==> config.mk <==
export PLATFORM = sky130hd
export DESIGN_NAME = usequencer_stack
export DESIGN_NICKNAME = d
export VERILOG_FILES = /design/src/rtl/usequencer_stack.sv
export SDC_FILE = /design/constraint.sdc
export NUM_CORES = 1
export LEC_CHECK = 0
export CAP_MARGIN = 20
export CORE_ASPECT_RATIO = 0.7
export CORE_MARGIN = 10
export CORE_UTILIZATION = 37
export CTS_CLUSTER_DIAMETER = 120
export DETAILED_ROUTE_END_ITERATION = 7
export GPL_TIMING_DRIVEN = 1
export HOLD_SLACK_MARGIN = 0.15
export PLACE_DENSITY = 0.79
export SETUP_SLACK_MARGIN = 0.05
export SKIP_LAST_GASP = 1
export SYNTH_ARGS = -nofsm -noshare
export SYNTH_HDL_FRONTEND = slang
export SYNTH_SLANG_ARGS = --single-unit
==> constraint.sdc <==
create_clock -name clk -period 2.1 [get_ports clk]
set_input_delay 0.21 -clock clk [delete_from_list [all_inputs] [get_ports clk]]
set_output_delay 0.21 -clock clk [all_outputs]
set_load 0.03 [all_outputs]
==> src/rtl/usequencer_stack.sv <==
// Microprogram sequencer: registered uPC with dispatch, conditional branches and a
// micro-subroutine return stack; the control word is passed straight through.
module usequencer_stack #(
  parameter int             AW      = 5,
  parameter int             CW      = 24,
  parameter int             NDISP   = 2,
  parameter int             NCOND   = 4,
  parameter int             SDEPTH  = 4,
  parameter logic [AW-1:0]  RST_ADR = '1,
  localparam int            CSW     = $clog2(NCOND),
  localparam int            PW      = $clog2(SDEPTH + 1)
) (
  input  logic                  clk,
  input  logic                  reset,
  output logic [AW-1:0]         uaddr,
  input  logic [CW+3+CSW+AW-1:0] uinstr,
  input  logic [NDISP*AW-1:0]   disp_adr,
  input  logic [NCOND-1:0]      cond,
  input  logic                  stall,
  input  logic                  err_clr,
  output logic [CW-1:0]         ctrl,
  output logic                  ctrl_vld,
  output logic [PW-1:0]         sdepth_o,
  output logic                  ovf_err,
  output logic                  unf_err
);

  localparam int IW = (SDEPTH > 1) ? $clog2(SDEPTH) : 1;

  typedef enum logic [2:0] {
    OP_NEXT  = 3'b000,
    OP_JUMP  = 3'b001,
    OP_DISP  = 3'b010,
    OP_CJMP  = 3'b011,
    OP_CALL  = 3'b100,
    OP_RET   = 3'b101,
    OP_CJMPN = 3'b110,
    OP_WAIT  = 3'b111
  } op_e;

  logic [AW-1:0] r_uaddr;
  logic [PW-1:0] r_sp;
  logic          r_ovf;
  logic          r_unf;
  logic [AW-1:0] r_stack [2**IW];

  op_e           w_op;
  logic [CSW-1:0] w_csel;
  logic [AW-1:0] w_tgt;
  logic [AW-1:0] w_inc;
  logic [AW-1:0] w_disp;
  logic [AW-1:0] w_top;
  logic [PW-1:0] w_sp_dec;
  logic          w_cbit;
  logic          w_full;
  logic          w_empty;
  logic [AW-1:0] w_nxt;
  logic          w_push;
  logic          w_pop;
  logic          w_ovf_set;
  logic          w_unf_set;

  assign ctrl     = uinstr[AW+CSW+3 +: CW];
  assign w_op     = op_e'(uinstr[AW+CSW +: 3]);
  assign w_csel   = uinstr[AW +: CSW];
  assign w_tgt    = uinstr[AW-1:0];
  assign w_inc    = r_uaddr + AW'(1);
  assign w_full   = (r_sp == PW'(SDEPTH));
  assign w_empty  = (r_sp == '0);
  assign w_sp_dec = r_sp - PW'(1);
  assign w_top    = r_stack[w_sp_dec[IW-1:0]];
  assign w_cbit   = (int'(w_csel) < NCOND) ? cond[w_csel] : 1'b0;

  // The whole tgt field is the slot index, so an out-of-range target falls back
  // to slot 0 instead of aliasing onto another slot.
  always_comb begin
    w_disp = disp_adr[AW-1:0];
    for (int i = 1; i < NDISP; i++) begin
      if (int'(w_tgt) == i) w_disp = disp_adr[i*AW +: AW];
    end
  end

  always_comb begin
    w_nxt     = w_inc;
    w_push    = 1'b0;
    w_pop     = 1'b0;
    w_ovf_set = 1'b0;
    w_unf_set = 1'b0;
    case (w_op)
      OP_NEXT:  w_nxt = w_inc;
      OP_JUMP:  w_nxt = w_tgt;
      OP_DISP:  w_nxt = w_disp;
      OP_CJMP:  w_nxt = w_cbit ? w_tgt : w_inc;
      OP_CALL: begin
        w_nxt = w_tgt;
        if (w_full) w_ovf_set = 1'b1;
        else        w_push    = 1'b1;
      end
      OP_RET: begin
        if (w_empty) begin
          w_nxt     = RST_ADR;
          w_unf_set = 1'b1;
        end else begin
          w_nxt = w_top;
          w_pop = 1'b1;
        end
      end
      OP_CJMPN: w_nxt = w_cbit ? w_inc : w_tgt;
      OP_WAIT:  w_nxt = w_cbit ? w_inc : r_uaddr;
      default:  w_nxt = w_inc;
    endcase
    if (stall) begin
      w_nxt     = r_uaddr;
      w_push    = 1'b0;
      w_pop     = 1'b0;
      w_ovf_set = 1'b0;
      w_unf_set = 1'b0;
    end
  end

  always_ff @(posedge clk or posedge reset) begin
    if (reset) begin
      r_uaddr <= RST_ADR;
      r_sp    <= '0;
      r_ovf   <= 1'b0;
      r_unf   <= 1'b0;
    end else begin
      r_uaddr <= w_nxt;
      if (w_push)     r_sp <= r_sp + PW'(1);
      else if (w_pop) r_sp <= w_sp_dec;
      // A fresh error wins over a clear arriving in the same cycle.
      if (w_ovf_set)    r_ovf <= 1'b1;
      else if (err_clr) r_ovf <= 1'b0;
      if (w_unf_set)    r_unf <= 1'b1;
      else if (err_clr) r_unf <= 1'b0;
    end
  end

  always_ff @(posedge clk) begin
    if (w_push) r_stack[r_sp[IW-1:0]] <= w_inc;
  end

  // ctrl_vld is a strobe, not a handshake: the datapath commits ctrl only when it is 1.
  assign ctrl_vld = ~stall;
  assign uaddr    = r_uaddr;
  assign sdepth_o = r_sp;
  assign ovf_err  = r_ovf;
  assign unf_err  = r_unf;

  a_uinstr_known: assert property (@(posedge clk) disable iff (reset) !$isunknown(uinstr));
  a_uaddr_known:  assert property (@(posedge clk) disable iff (reset) !$isunknown(r_uaddr));
  a_sp_bound:     assert property (@(posedge clk) disable iff (reset) r_sp <= PW'(SDEPTH));

endmodule

==> summary.txt <==
status = finished, final reports clean
ranking of synthesized cells by area = edfxtp_1 32%, buf_4 9.6%, dfstp_2 7.0%, dfrtp_1 6.7%, ha_1 4.0%
Initial Utilization = 38.6%
max incr delay on CP = 0.43 ns
Rel. slew slack = 67.3%
Synth Instances = 170
Final period util = 92.5%
clock sink total = 30
worst-path fanout max = 10
most common cell after layout, fill and taps aside = clkdlybuf4s50_1
YS warnings = 0
total gr overflow = 0
critical path arrival = 2.15 ns
Synth top area share = 32.2%
Synth Area in XOR/XNOR = 2.34%
DRT Pass-1 Iters = 4
mapped cell area = 0.00187 mm2
Hold Violations, Final = 0
drt total wl = 4730 um
clock buffer depth = 2
Antenna Cells = 0
clk slew on worst S/H paths = 0.07 ns
number of max-cap violations = 0
top layer in use = met4
area growth from synthesis to layout = 26.3%
DIE WIDTH = 105 um
Min-Delay Path Class = primary input to asynchronous set/reset pin
library cells used by synthesis = 45
Placeable Area = 0.00483 mm2
leak pwr = 0.862 nW
final net count = 259
Max VDD drop = 0.683 mV
Max Fclk = 0.515 GHz
Slew @ Worst Pin = 0.488 ns
Synth Area in Simple Gates = 12.1%
post-synth top area cell = edfxtp_1
Crit-path slowest cell = dfrtp_2
# IOs = 87
Min Hold Slack = 0.235 ns
Tot Pwr = 0.00263 W
Rows = 21
mux share of post-synthesis cell area = 7.50%
largest family of logic cells by synthesized area = compound AO/OA/AOI/OAI gates
H-Tree Depth = 2
I/O Buffers = 38
Adder-Cell Fraction of Synth Area = 4.02%
cell mode on critical path = a31oi_1
Clock Tree Root = clkbuf_8
post-route ant nets = 0
Pwr Density = 1110 mW/mm2
Fillers = 474
Die Footprint = 0.00834 mm2
first-pass GRT wire length = 7580 um
CTS tree = built
syn_nets = 228
layout cells sized above 1 = 21.3%
setup violators final = 0
crit end category = flip-flop
number of synthesized register bits = 30
commonest non-fill, non-tap cells in the layout = 38 x clkdlybuf4s50_1, 20 x edfxtp_1, 13 x buf_4
postcts setup bufs = 0
max-slew violation count = 0
clock buffer count from CTS = 5
GR Util All Layers = 11.3%
Layout Skew = 0.00418 ns
critical path, cell by cell = inv_1 > ha_2 > buf_4 > mux2i_1 > a31oi_1 > o21ai_0 > o221a_2 > a31oi_1
post-synthesis sequential area ratio = 45.9%
vias in the first global route = 1,452
antenna violations before repair = 0
largest net degree at the start of global routing = 11
number of flops mapped to enable cells by yosys = 20
routed len/inst = 17.5 um
# DRC = 0
Data required, critical path = 2.31 ns
Final Critical Period = 1.94 ns
placed wire-length estimate = 3690 um
die height = 79.5 um
post-synthesis async set-or-reset flop share = 33.3%
Compound-Gate Fraction of Synth Area = 15.3%
Met3 Wirelength = 348 um
critical path launch point type = flip-flop
gpl congestion = 0.922
Synth Flop Type = edfxtp_1
Initial DRC Count = 72
wire length on met2 = 2060 um
Clk Latency, worst-skew pair = 0.28 ns
Vias/cell = 5.17
via count = 1,400
M1 WL = 2280 um
RSZ-0062 raised after global routing = true
CP Class = flip-flop to flip-flop
Syn Area/Cell = 11.0 um2
[worst max-delay path, delay by kind of cell (launching register included)]
| family | cells | cell delay (ns) |
|---|---|---|
| AOI/OAI and AO/OA | 4 | 0.70 |
| muxes | 1 | 0.11 |
| adders and majority gates | 1 | 0.35 |
| buffers and inverters | 2 | 0.28 |
| DFF | 1 | 0.43 |
[registers in the layout, indices dropped and copies added, names as in the netlist]
register,count
uaddr,5
unf_err,1
r_stack,20
ovf_err,1
sdepth_o,3
[stage by stage]
| step | area, um2 | utilization [%] | setup TNS (ns) | setup WS (ns) | cells |
|---|---|---|---|---|---|
| 6_report | 2360 | 48.8 | 0 | 0.157 | 271 |
| 5_1_grt | 2360 | 48.8 | -0.00556 | -0.00556 | 271 |
| 4_1_cts | 2350 | 48.6 | 0 | 0.103 | 271 |
| 3_5_place_dp | 2240 | 46.4 | -0.0148 | -0.0148 | 263 |
| 3_3_place_gp | 2240 | 46.4 | 0 | 0.0772 | 263 |
| 2_1_floorplan | 1870 | - | 0 | 0.0566 | 170 |
[Yosys cell counts, types with 3 or more instances]
library cell,n
buf_4,24
edfxtp_1,20
inv_1,12
nand2_1,9
nor2b_1,9
mux2i_1,7
a31oi_1,6
ha_1,6
nor2_1,6
dfrtp_1,5
dfstp_2,5
a21oi_1,4
nand2b_1,4
a2111oi_0,3
and2_1,3
mux2_2,3
nand3_1,3
o21ai_0,3
o22ai_1,3
xor2_1,3
[layer usage]
metal / global-route usage [%] / up-vias
li1: - / 665
met1: 14.8 / 682
met2: 17.0 / 46
met3: 4.03 / 7
met4: 3.55 / 0
met5: 0 / -
[report_power, final]
| part | total (W) | internal (W) | switching [W] |
|---|---|---|---|
| clock | 0.000572 | 0.000349 | 0.000223 |
| sequential | 0.000850 | 0.000778 | 0.0000725 |
| combinational | 0.00121 | 0.000542 | 0.000665 |
| total | 0.00263 | 0.00167 | 0.000960 |
[cell type report]
cell class | count | area, um2 | share of cell area [%]
clock buffers | 5 | 68.8 | 2.92
clock inverters | 3 | 40.0 | 1.70
inverters | 12 | 45.0 | 1.91
multi-input cells | 101 | 781 | 33.1
flip-flops and latches | 30 | 860 | 36.4
well taps | 69 | 86.3 | 3.66
repair buffers | 51 | 478 | 20.3
[worst paths after layout]
path	start	to	slack [ns]	cells past startpoint
min in group clk	uinstr[27]	ctrl[17]	0.42	0
max in group asynchronous	reset	sdepth_o[0]	1.52	2
hold / removal	reset	sdepth_o[1]	0.24	2
setup / recovery	sdepth_o[1]	uaddr[3]	0.16	8
hold reg to reg	uaddr[1]	uaddr[1]	0.53	2
setup reg to reg	sdepth_o[1]	uaddr[3]	0.16	8
[timing repair]
| item | 4_1_cts | 5_1_grt |
|---|---|---|
| gates resized for setup | 0 | 3 |
| setup endpoints to repair | 0 | 4 |
| hold buffers | 0 | 0 |
| hold endpoints to repair | 0 | 0 |
[cell families after synthesis]
family / Yosys count
compound gates: 38
xor+xnor: 5
fa+ha+maj: 6
buf+inv: 39
flops: 30
mux: 12
simple gates: 40
(Power assumes the default switching activity.)
